### src/rtl/periph_arbiter.sv
// Two-master round-robin arbiter in front of a single valid/ready slave port.
// One request is latched per master and one slave transaction is outstanding at a time.
module periph_arbiter #(
  parameter int timeout   = 1024,
  parameter int timeout_w = $clog2(timeout + 1)
) (
  input  logic        clock,
  input  logic        reset,
  // master 0: instruction fetch
  input  logic        m0_valid,
  input  logic        m0_instr,
  input  logic [31:0] m0_addr,
  input  logic [31:0] m0_wdata,
  input  logic [3:0]  m0_wstrb,
  output logic [31:0] m0_rdata,
  output logic        m0_ready,
  output logic        m0_error,
  // master 1: data
  input  logic        m1_valid,
  input  logic        m1_instr,
  input  logic [31:0] m1_addr,
  input  logic [31:0] m1_wdata,
  input  logic [3:0]  m1_wstrb,
  output logic [31:0] m1_rdata,
  output logic        m1_ready,
  output logic        m1_error,
  // slave
  output logic        s_valid,
  output logic        s_instr,
  output logic [31:0] s_addr,
  output logic [31:0] s_wdata,
  output logic [3:0]  s_wstrb,
  input  logic [31:0] s_rdata,
  input  logic        s_ready
);

  typedef struct packed {
    logic        instr;
    logic [31:0] addr;
    logic [31:0] wdata;
    logic [3:0]  wstrb;
  } req_t;

  typedef enum logic [1:0] {
    ST_IDLE,
    ST_ISSUE,
    ST_WAIT
  } state_t;

  localparam logic [timeout_w-1:0] LastCount = timeout_w'(timeout - 1);

  state_t               state_q, state_d;
  req_t                 req0_q, req1_q, granted;
  logic                 pend0_q, pend1_q;
  logic                 last_grant_q, grant_q;
  logic                 grant_sel, do_grant;
  logic                 done_ok, done_to, done;
  logic [31:0]          resp_data;
  logic [timeout_w-1:0] count_q;

  // NOTE: sequential state is written only with non-blocking assignments so every
  // register samples the pre-edge values of the others, independent of block order.
  always_ff @(posedge clock or posedge reset) begin
    if (reset) state_q <= ST_IDLE;
    else       state_q <= state_d;
  end

  // NOTE: every signal driven here gets a default first, so no path leaves one
  // unassigned and no latch is inferred.
  always_comb begin
    state_d   = state_q;
    do_grant  = 1'b0;
    grant_sel = 1'b0;
    done_ok   = 1'b0;
    done_to   = 1'b0;
    case (state_q)
      ST_IDLE: begin
        if (pend0_q || pend1_q) begin
          do_grant  = 1'b1;
          // with both pending, the master that did not win last time goes first
          grant_sel = (pend0_q && pend1_q) ? ~last_grant_q : pend1_q;
          state_d   = ST_ISSUE;
        end
      end
      ST_ISSUE: state_d = ST_WAIT;
      ST_WAIT: begin
        if (s_ready) begin
          done_ok = 1'b1;
          state_d = ST_IDLE;
        end else if (count_q == LastCount) begin
          done_to = 1'b1;
          state_d = ST_IDLE;
        end
      end
      default: state_d = ST_IDLE;
    endcase
  end

  assign done      = done_ok | done_to;
  assign granted   = grant_sel ? req1_q : req0_q;
  assign resp_data = done_ok ? s_rdata : 32'd0;

  // Request capture: a valid while already pending is a protocol violation and dropped.
  always_ff @(posedge clock or posedge reset) begin
    if (reset) begin
      pend0_q <= 1'b0;
      pend1_q <= 1'b0;
      req0_q  <= '0;
      req1_q  <= '0;
    end else begin
      if (m0_valid && !pend0_q) begin
        req0_q  <= '{instr: m0_instr, addr: m0_addr, wdata: m0_wdata, wstrb: m0_wstrb};
        pend0_q <= 1'b1;
      end else if (done && !grant_q) begin
        pend0_q <= 1'b0;
      end
      if (m1_valid && !pend1_q) begin
        req1_q  <= '{instr: m1_instr, addr: m1_addr, wdata: m1_wdata, wstrb: m1_wstrb};
        pend1_q <= 1'b1;
      end else if (done && grant_q) begin
        pend1_q <= 1'b0;
      end
    end
  end

  // Slave side: granted fields hold from ISSUE until the next grant.
  always_ff @(posedge clock or posedge reset) begin
    if (reset) begin
      s_valid      <= 1'b0;
      s_instr      <= 1'b0;
      s_addr       <= 32'd0;
      s_wdata      <= 32'd0;
      s_wstrb      <= 4'd0;
      grant_q      <= 1'b0;
      last_grant_q <= 1'b1;
      count_q      <= '0;
    end else begin
      s_valid <= do_grant;
      if (do_grant) begin
        grant_q      <= grant_sel;
        last_grant_q <= grant_sel;
        s_instr      <= granted.instr;
        s_addr       <= granted.addr;
        s_wdata      <= granted.wdata;
        s_wstrb      <= granted.wstrb;
      end
      if (state_q == ST_ISSUE)     count_q <= '0;
      else if (state_q == ST_WAIT) count_q <= count_q + timeout_w'(1);
    end
  end

  // Response side: single-cycle pulses, data forced to zero outside the ready cycle.
  always_ff @(posedge clock or posedge reset) begin
    if (reset) begin
      m0_ready <= 1'b0;
      m0_error <= 1'b0;
      m0_rdata <= 32'd0;
      m1_ready <= 1'b0;
      m1_error <= 1'b0;
      m1_rdata <= 32'd0;
    end else begin
      m0_ready <= done && !grant_q;
      m0_error <= done_to && !grant_q;
      m0_rdata <= (done && !grant_q) ? resp_data : 32'd0;
      m1_ready <= done && grant_q;
      m1_error <= done_to && grant_q;
      m1_rdata <= (done && grant_q) ? resp_data : 32'd0;
    end
  end

endmodule

### config.mk
export PLATFORM = sky130hd
export DESIGN_NAME = periph_arbiter
export DESIGN_NICKNAME = d
export VERILOG_FILES = /design/src/rtl/periph_arbiter.sv
export SDC_FILE = /design/constraint.sdc
export NUM_CORES = 1
export LEC_CHECK = 0
export ABC_CLOCK_PERIOD_IN_PS = 22100
export CAP_MARGIN = 20
export CORE_ASPECT_RATIO = 1.2
export CORE_MARGIN = 1.5
export CORE_UTILIZATION = 36
export DETAILED_ROUTE_END_ITERATION = 8
export GPL_TIMING_DRIVEN = 0
export HOLD_SLACK_MARGIN = 0.02
export PLACE_DENSITY = 0.61
export SETUP_SLACK_MARGIN = 0.1
export SLEW_MARGIN = 20
export SYNTH_ARGS = -nofsm -noshare
export SYNTH_HDL_FRONTEND = slang
export SYNTH_SLANG_ARGS = --single-unit
### constraint.sdc
create_clock -name clock -period 22.1 [get_ports clock]
set_input_delay 2.21 -clock clock [delete_from_list [all_inputs] [get_ports clock]]
set_output_delay 2.21 -clock clock [all_outputs]
set_load 0.005 [all_outputs]
==> impl_metrics.csv <==
group,metric,value,unit
cells_and_area,drive_gt1_share,19.52,%
synth,yosysTopAreaCellShare,64.08,%
setup_path,crit_buf_inv,1,
synth,synth_nets,1007,
power_and_ir_drop,p_comb_share,33.4,%
hold_path,worst_hold_startpoint,"last_grant_q",
setup_path,cp-start-kind,"register",
timing,tightest_slew,0.7870,ns
clock_tree,cts_tree,"done",
clock_tree,cts_resized,0,
synth,syn_area_per_cell,13.77,um2
global_route,first_global_vias,7884,
setup_path,endpoint_kind,"output pin",
clock_tree,cts_buffer_depth,3,
floorplan,rows,71,
placed_design,placed_area,15120,um2
synth,synth_area_leaders,"dfrtp_1 (64%), mux2_2 (14%), mux2i_1 (6.1%)",
power_and_ir_drop,power.density,128.6,nW/um2
placed_design,placedCellCount,1544,
global_route,antenna_found_initial,2,
clock_tree,htree_levels,1,
power_and_ir_drop,irDropWorstVdd,0.06791,mV
synth,seq_area_frac_synth,64.31,%
placed_design,gp_congestion,0.7643,
power_and_ir_drop,clkPwrFrac,25.9,%
power_and_ir_drop,finalPower,2.082,mW
synth,ys_warn_count,0,
setup_path,cp_data_arrival_time,1.53,ns
placed_design,place_hpwl,20330,um
placed_design,numPortBuffers,312,
clock_tree,insertion_delay,0.57,ns
cells_and_area,instances_no_fill,1601,
setup_path,slowest_stage,"clkdlybuf4s50_1",
timing,rsz0062_at_grt,"false",
hold_path,hold_depth,2,
timing,clock.fmax,267.2,MHz
floorplan,fp.dieH,198.0,um
timing,slew_violations,0,
detailed_routing,viasPerCell,4.708,
clock_tree,cts-buffers-inserted,31,
setup_path,r2r_end,"s_wstrb[2]",
setup_path,critical_path.max_stage_delay,0.61,ns
floorplan,start_util,36.47,%
floorplan,core_area,31270,um2
job,maxCapViolCount,0,
timing,period_minus_slack,3.742,ns
clock_tree,clk_pin_slew,0.06,ns
setup_path,cp_data_required_time,19.89,ns
setup_path,worst-setup-path-type,"reg -> out",
cells_and_area,final_common_cell,"clkdlybuf4s50_1",
detailed_routing,drc_errors,0,
detailed_routing,detail-route-antenna-nets,0,
detailed_routing,routedWlPerCell,18.10,um
power_and_ir_drop,internal_power,1.464,mW
setup_path,reg2reg_slack,20.00,ns
power_and_ir_drop,seqPwrFrac,40.6,%
floorplan,floorplan.die_area,32760,um2
setup_path,reg2reg_from,"state_q[0]",
cells_and_area,layout.nets,1355,
synth,synth_top_area_cell,"dfrtp_1",
hold_path,hold_path.class,"reg -> reg",
global_route,gr-usage-met3,5.718,%
timing,fin_skew,0.01620,ns
detailed_routing,drt_iter0_drc,333,
detailed_routing,firstDrtPassIters,4,
global_route,grt_max_degree,104,
global_route,grt_pass1_wl,44460,um
setup_path,crit_path_max_fanout,2,
synth,syn_inst,828,
setup_path,cp_top_family,"buffers and inverters",
global_route,met1_usage,22.37,%
timing,hold_violations,0,
power_and_ir_drop,switching_share,29.68,%
setup_path,path_cells,"clkdlybuf4s50_1",
global_route,overflow,0,
synth,postSynthRegisterBits,293,
floorplan,die_x,165.5,um
clock_tree,postCtsHoldBufs,0,
clock_tree,cts_sinks,293,
timing,fin_tns_setup,0,ns
floorplan,ios,313,
cells_and_area,layout_common_cells,"clkdlybuf4s50_1 (312), dfrtp_1 (292), mux2_2 (138), nand2_1 (78), o21ai_0 (75)",
synth,yosysUniqueCellTypes,35,
synth,synth_area,11400,um2
clock_tree,cts_root_buf,"clkbuf_16",
global_route,top_usage_layer,"met2",
run_status,outcome,"completed",
cells_and_area,fin_area,16190,um2
setup_path,r2r.worst_path.cells,6,
clock_tree,cts_setup_buffers,0,
hold_path,holdPathEnd,"last_grant_q",
detailed_routing,vias,7538,
detailed_routing,drt-total-wl,28980,um
timing,slew_headroom,47.18,%
cells_and_area,syn2layout_area_growth,41.95,%
power_and_ir_drop,leakagePower,7.367,nW
global_route,grt_use_total,17.72,%
timing,setup_viol,0,
global_route,met2_usage,28.72,%
power_and_ir_drop,p_sw,0.6178,mW
timing,period_share,16.93,%
timing,worst_hold_slack,0.4616,ns
layout make-up:
class | instances | area, um2
fillers | 2717 | 15080
flip-flops and latches | 293 | 7333
multi-input cells | 483 | 3731
repair buffers | 315 | 3206
clock buffers | 47 | 935.9
well taps | 401 | 501.7
plain buffers | 46 | 316.6
clock inverters | 9 | 130.1
inverters | 6 | 30.03
diodes | 1 | 2.502
registers in the layout, summed over array words and instances (netlist names), 2 cells and up:
register  cells
req0_q       69
req1_q       69
m0_rdata     32
m1_rdata     32
s_addr       32
s_wdata      32
count_q      11
s_wstrb       4
state_q       2
power by group through the flow:
stage          clock network [mW]  logic (mW)  registers (mW)
2_1_floorplan                   0       0.419           0.839
3_3_place_gp                    0       0.698           0.851
3_5_place_dp                    0       0.712           0.857
4_1_cts                     0.556       0.713           0.848
5_1_grt                     0.576       0.771           0.873
6_report                    0.540       0.696           0.846
logic make-up after synthesis:
family / after synthesis / synth area share (%)
XOR/XNOR: 5 / 0.3840
multiplexers: 209 / 19.90
AND/OR/NAND/NOR: 179 / 7.889
adder cells (fa/ha/maj): 4 / 0.4389
flip-flops: 293 / 64.31
buffers and inverters: 52 / 2.973
AO/OA/AOI/OAI: 86 / 4.104
layer usage:
metal  vias up  share of wire [%]
li1       3521                  -
met1      3744                 41
met2       228                 47
met3        43                8.9
met4         2                2.4
met5         -              0.041
synth_stat cells, drive strengths merged:
cell type  number
a21o            1
a21oi           6
a22o            1
a22oi           1
a41oi           1
and2           66
and3            2
and4            1
and4b           1
buf            33
clkbuf         13
dfrtp         292
dfstp           1
ha              4
inv             6
mux2          139
mux2i          70
nand2          78
nand2b          3
nand3           3
nand3b          1
nand4           4
nor2           13
nor2b           2
nor3            3
o21ai          76
or3             2
xnor2           1
xor2            4
through the flow:
stage               setup slack, ns  utilization [%]
finish                        18.36            51.76
global route                  18.31            51.76
detailed placement            18.09            48.35
CTS                           18.33            51.76
floorplan                     11.80                -
global placement              7.775            48.06
worst max-delay path by stage:
stage / from / cells past startpoint / endpoint / slack [ns]
finish: s_addr[28] / 1 / s_addr[28] / 18.36
global route: s_addr[28] / 1 / s_addr[28] / 18.31
detailed placement: s_ready / 5 / m0_rdata[26] / 18.09
global placement: reset / 2 / m0_rdata[3] / 7.78
CTS: s_addr[28] / 1 / s_addr[28] / 18.33
floorplan: reset / 1 / count_q[0] / 11.80
No activity file was read; power rests on OpenSTA's default activity.
